`config.mk`:
```
export PLATFORM = sky130hd
export DESIGN_NAME = jk_cmd_gen
export DESIGN_NICKNAME = d
export VERILOG_FILES = /design/src/rtl/jk_cmd_gen.sv
export SDC_FILE = /design/constraint.sdc
export NUM_CORES = 1
export LEC_CHECK = 0
export BUFFER_PORTS_ARGS = -buffer_cell sky130_fd_sc_hd__buf_2
export CAP_MARGIN = 5
export CORE_MARGIN = 2
export CORE_UTILIZATION = 55
export CTS_BUF_LIST = sky130_fd_sc_hd__clkbuf_4
export CTS_CLUSTER_SIZE = 24
export DETAILED_ROUTE_END_ITERATION = 12
export PLACE_DENSITY_LB_ADDON = 0.08
export SYNTH_ARGS = -nofsm -noshare
export SYNTH_HDL_FRONTEND = slang
export SYNTH_SLANG_ARGS = --single-unit
```
`constraint.sdc`:
```
create_clock -name clk -period 2.9 [get_ports clk]
set_input_delay 0.87 -clock clk [delete_from_list [all_inputs] [get_ports clk]]
set_output_delay 0.87 -clock clk [all_outputs]
set_load 0.02 [all_outputs]
```
`src/rtl/jk_cmd_gen.sv`:
```
// ----------------------------------------------------------------------------
// jk_cmd_gen
//   Upstream command driver for a jk_ff stage. J/K commands arrive over a
//   valid/ready handshake and wait in a small FIFO. Each command is replayed
//   on the registered j/k outputs for cmd_len+1 clocks. A reference model of
//   the flip-flop output runs alongside and is compared with the q fed back
//   from jk_ff; any divergence raises a sticky mismatch flag.
//
// Ports
//   clk         rising-edge clock
//   rst_n       asynchronous reset, active low
//   cmd_valid   command offered
//   cmd_ready   FIFO can accept a command (not full)
//   cmd_jk      {j,k}: 00 hold, 01 reset, 10 set, 11 toggle
//   cmd_len     number of apply cycles minus one
//   j, k        registered J/K driven into jk_ff
//   q           q returned from jk_ff
//   exp_q       model of q
//   exp_valid   model is known (a set or reset has been applied)
//   mismatch    sticky: q differed from exp_q while exp_valid
//   clr_err     synchronous clear of mismatch
//   busy        a command is being applied
//   fifo_level  number of queued commands (0..DEPTH)
// ----------------------------------------------------------------------------
module jk_cmd_gen #(
   parameter int DEPTH = 4,
   parameter int CNT_W = 4
) (
   input  logic                     clk,
   input  logic                     rst_n,
   input  logic                     cmd_valid,
   output logic                     cmd_ready,
   input  logic [1:0]               cmd_jk,
   input  logic [CNT_W-1:0]         cmd_len,
   output logic                     j,
   output logic                     k,
   input  logic                     q,
   output logic                     exp_q,
   output logic                     exp_valid,
   output logic                     mismatch,
   input  logic                     clr_err,
   output logic                     busy,
   output logic [$clog2(DEPTH):0]   fifo_level
);

   localparam int AW = $clog2(DEPTH);
   localparam int EW = 2 + CNT_W;
   localparam logic [AW:0] FULL_LVL = (AW+1)'(DEPTH);

   typedef enum logic {IDLE, APPLY} state_t;

   state_t              state;
   state_t              state_next;

   logic [EW-1:0]       mem [DEPTH];
   logic [AW-1:0]       wr_ptr;
   logic [AW-1:0]       rd_ptr;
   logic [AW:0]         count;
   logic [CNT_W-1:0]    rem;

   logic                push;
   logic                pop;
   logic                empty;
   logic                full;
   logic [EW-1:0]       head;
   logic [1:0]          head_jk;
   logic [CNT_W-1:0]    head_len;

   assign empty    = (count == '0);
   assign full     = (count == FULL_LVL);
   assign push     = cmd_valid && !full;
   assign head     = mem[rd_ptr];
   assign head_jk  = head[EW-1:CNT_W];
   assign head_len = head[CNT_W-1:0];

   // FIFO storage needs no reset: the pointers and count define which
   // entries are live, so clearing them flushes the queue.
   always_ff @(posedge clk) begin
      if (push) begin
         mem[wr_ptr] <= {cmd_jk, cmd_len};
      end
   end

   // FIFO pointers and occupancy. Popping relies on the registered count, so
   // a command pushed into an empty FIFO cannot leave before the next edge.
   always_ff @(posedge clk or negedge rst_n) begin
      if (!rst_n) begin
         wr_ptr <= '0;
         rd_ptr <= '0;
         count  <= '0;
      end else begin
         if (push) begin
            wr_ptr <= wr_ptr + 1'b1;
         end
         if (pop) begin
            rd_ptr <= rd_ptr + 1'b1;
         end
         case ({push, pop})
            2'b10:   count <= count + 1'b1;
            2'b01:   count <= count - 1'b1;
            default: count <= count;
         endcase
      end
   end

   // Sequencer state register.
   always_ff @(posedge clk or negedge rst_n) begin
      if (!rst_n) begin
         state <= IDLE;
      end else begin
         state <= state_next;
      end
   end

   // Next-state and pop decision. A finishing command hands straight over to
   // the next queued one so back-to-back commands have no idle gap.
   always_comb begin
      state_next = state;
      pop        = 1'b0;
      case (state)
         IDLE: begin
            if (!empty) begin
               pop        = 1'b1;
               state_next = APPLY;
            end
         end
         APPLY: begin
            if (rem == '0) begin
               if (!empty) begin
                  pop = 1'b1;
               end else begin
                  state_next = IDLE;
               end
            end
         end
         default: state_next = IDLE;
      endcase
   end

   // Status outputs derived from state and occupancy.
   always_comb begin
      busy       = (state == APPLY);
      cmd_ready  = !full;
      fifo_level = count;
   end

   // J/K drive and remaining-cycle counter. rem counts down to zero, so a
   // length of 2^CNT_W-1 yields 2^CNT_W apply cycles without wrapping.
   always_ff @(posedge clk or negedge rst_n) begin
      if (!rst_n) begin
         j   <= 1'b0;
         k   <= 1'b0;
         rem <= '0;
      end else if (pop) begin
         {j, k} <= head_jk;
         rem    <= head_len;
      end else if (state == APPLY) begin
         if (rem != '0) begin
            rem <= rem - 1'b1;
         end else begin
            j <= 1'b0;
            k <= 1'b0;
         end
      end
   end

   // Reference model of jk_ff. It reacts to the same registered j/k at the
   // same edge as the real flop, so exp_q and q line up with no skew.
   always_ff @(posedge clk or negedge rst_n) begin
      if (!rst_n) begin
         exp_q     <= 1'b0;
         exp_valid <= 1'b0;
      end else begin
         case ({j, k})
            2'b01: begin
               exp_q     <= 1'b0;
               exp_valid <= 1'b1;
            end
            2'b10: begin
               exp_q     <= 1'b1;
               exp_valid <= 1'b1;
            end
            2'b11:   exp_q <= ~exp_q;
            default: exp_q <= exp_q;
         endcase
      end
   end

   // Sticky divergence flag. A fresh mismatch takes priority over a clear
   // arriving at the same edge so no error is ever lost.
   always_ff @(posedge clk or negedge rst_n) begin
      if (!rst_n) begin
         mismatch <= 1'b0;
      end else if (exp_valid && (q != exp_q)) begin
         mismatch <= 1'b1;
      end else if (clr_err) begin
         mismatch <= 1'b0;
      end
   end

endmodule

```
==> key figures <==
Placement
  – Placement Setup Slack: 0.478 ns
  – Routability Congestion: 0.823
  – PortBufs: 20
  – DP HPWL: 2.07 mm

Global routing
  – GRT Total Usage: 17.1%
  – GR Overflow Total: 0
  – Largest net degree at the start of global routing: 18
  – Initial antenna violation count: 0
  – First-pass GRT wire length: 4.40 mm
  – Vias in the first global route: 972

Timing
  – Min Hold Slack: 0.423 ns
  – Fin crit period: 2.45 ns
  – Slew headroom: 64.9%
  – Setup TNS: 0 ns
  – Final period util: 84.4%
  – Unrepaired setup endpoints after global routing: false
  – Final Hold Fails: 0
  – Max Slew Vio Count: 0
  – Fmax: 0.409 GHz
  – Least-Margin Pin Slew: 0.522 ns
  – Setup Skew: 0.00712 ns
  – Setup Viol. Count Final: 0
  – Worst setup margin: 0.452 ns

Setup path
  – Critical path class: flop to flop
  – R2R Setup Slk: 0.45 ns
  – Crit-path cells: inv_1 > ha_1 > or3b_1 > a21oi_2 > ha_1 > fa_1 > mux2_2
  – Reg2reg path depth: 7
  – Startpoint Class: flop
  – Worst Setup End Kind: flop
  – Crit Path Max Fanout: 5
  – R2R Path End: fifo_level[1]$_DFFE_PN0P_
  – FF-to-FF Start: rem[0]$_DFFE_PN0P_
  – Worst EP arrival: 2.68 ns
  – Worst path slowest cell: dfrtp_1
  – Slowest stage delay, CP: 0.45 ns
  – CP most frequent cell: ha_1
  – Critical path data required time: 3.14 ns

Die
  – FP Rows: 21
  – Die Y: 61.9 um
  – Core Footprint: 3280 um^2
  – DIE AREA: 3830 um^2
  – IO Pins: 21
  – Starting Density: 56.1%
  – Die W: 61.9 um

Clock network
  – Cts hold-fix bufs: 0
  – Post-cts resize count: 0
  – Skew-Pair Late Insertion Delay: 0.34 ns
  – Number of buffers created by CTS: 5
  – Clock Sinks: 41
  – Postcts setup bufs: 0
  – Root buffer cell: clkbuf_4
  – CTS H-tree lvls: 2
  – Maximum clock insertion buffer count: 2
  – CTS tree: yes
  – Worst-path clk slew: 0.12 ns

Min path
  – Hold WC Path Type: input port to asynchronous set/reset pin

Drt
  – DRT antenna net count: 0
  – TritonRoute pass-1 iters: 4
  – Vias/cell: 5.36
  – Highest metal used: met4
  – DRC: 0
  – Routed WL: 2.79 mm
  – Metal-1 WL: 1.24 mm
  – Average wire per standard cell: 14.7 um
  – Met2 Routed Length: 1.39 mm
  – Wire length on met3: 98 um
  – DR iter-0 viols: 44
  – Vias: 1,018

Cells and area
  – Commonest non-fill, non-tap cells in the layout: edfxtp_1, buf_2, dfrtp_1
  – Final-stage net count: 164
  – Commonest non-fill, non-tap cell in the layout: edfxtp_1
  – Antenna Diode Count: 0
  – Synth-to-Final Area Change: 11.8%
  – Fraction of layout cells with a size suffix above 1: 31.3%

Logic synthesis
  – Yosys top cell area share: 39.1%
  – Count of different cell masters after synthesis: 38
  – Sequential area share after synthesis: 62.2%
  – Post-synth EDFFs: 24
  – Yosys reg bits: 41
  – Top_reg_cell synth: edfxtp_1
  – Async set-reset flop share out of synthesis: 41.5%
  – Avg Cell Area, Syn: 15.3 um^2
  – Ys Warns: 0
  – Post-Syn Instances: 120
  – Leading area contributor after synthesis: edfxtp_1
  – Net Count, Synth: 141
  – Syn Std Cell Area: 1840 um^2
  – Synth top area cells: edfxtp_1, dfrtp_1, mux4_2, ha_1, inv_1

Power
  – Total power per unit cell area: 1020 nW/um^2
  – Peak supply drop: 0.000448 V
  – Leakage: 0.837 nW

Outcome
  – Status: complete, no violations

Run
  – Max Cap Violations: 0
[synth_stat cells (2+ instances only)]
master     n
mux2i_1    2
edfxtp_1  24
nand2_1    3
xor2_1     3
a22o_1     2
nand3_1    2
o21ai_0    3
inv_1     10
o211ai_1   4
nor2b_1    2
ha_1       9
dfrtp_1   17
and3_2     4
clkbuf_1   2
xnor2_1    4
a21oi_1    2
mux4_2     6
[registers in the layout, summed over array words and instances (netlist names)]
signal and count:
k 1, fifo_level 3, mem 24, wr_ptr 2
exp_q 1, exp_valid 1, mismatch 1, rem 4
j 1, rd_ptr 2, busy 1
[layer usage]
layer	track usage [%]	up-vias
li1	-	494
met1	21.4	497
met2	27.5	22
met3	4.35	5
met4	9.12	0
met5	0	-
[power by group]
group	leakage, nW	internal (mW)	switching, mW
registers	0.415	0.805	0.182
clock network	0.0389	0.178	0.182
logic	0.383	0.378	0.373
total	0.837	1.36	0.738
[kinds of logic after synthesis]
group / synth area share, %
mux: 9.85
xor+xnor: 3.33
fa+ha+maj: 7.20
flops: 62.2
buf+inv: 3.13
simple gates: 7.41
compound gates: 6.86
[critical path, delay by kind of cell, from the launching register on]
family / cells / cell delay, ns
AOI/OAI and AO/OA: 1 / 0.26
adders and majority gates: 3 / 0.85
buffers and inverters: 1 / 0.08
DFF: 1 / 0.45
muxes: 1 / 0.26
and+or+nand+nor: 1 / 0.44
[final cells by class]
| class | count | area [um^2] |
|---|---|---|
| well taps | 46 | 57.6 |
| repair buffers | 20 | 100 |
| clock buffers | 5 | 37.5 |
| inverters | 10 | 37.5 |
| fillers | 249 | 1230 |
| multi-input cells | 65 | 638 |
| clock inverters | 3 | 41.3 |
| flip-flops and latches | 41 | 1150 |
[worst max path at each step]
stage,cells after the start,end,startpoint
after floorplan,7,fifo_level[1]$_DFFE_PN0P_,rem[0]$_DFFE_PN0P_
after global placement,7,fifo_level[1]$_DFFE_PN0P_,rem[0]$_DFFE_PN0P_
after detailed placement,7,fifo_level[1]$_DFFE_PN0P_,rem[0]$_DFFE_PN0P_
after CTS,7,fifo_level[1]$_DFFE_PN0P_,rem[0]$_DFFE_PN0P_
after global routing,7,fifo_level[1]$_DFFE_PN0P_,rem[0]$_DFFE_PN0P_
final,7,fifo_level[1]$_DFFE_PN0P_,rem[0]$_DFFE_PN0P_
[stage by stage]
step	std cells	cell area, um^2	total power, mW	util, %
global placement	182	1980	1.73	60.3
global route	190	2060	2.27	62.7
CTS	190	2060	2.12	62.7
finish	190	2060	2.10	62.7
floorplan	120	1840	1.56	-
detailed placement	182	1980	1.76	60.3
No activity file was read; power rests on OpenSTA's default activity.
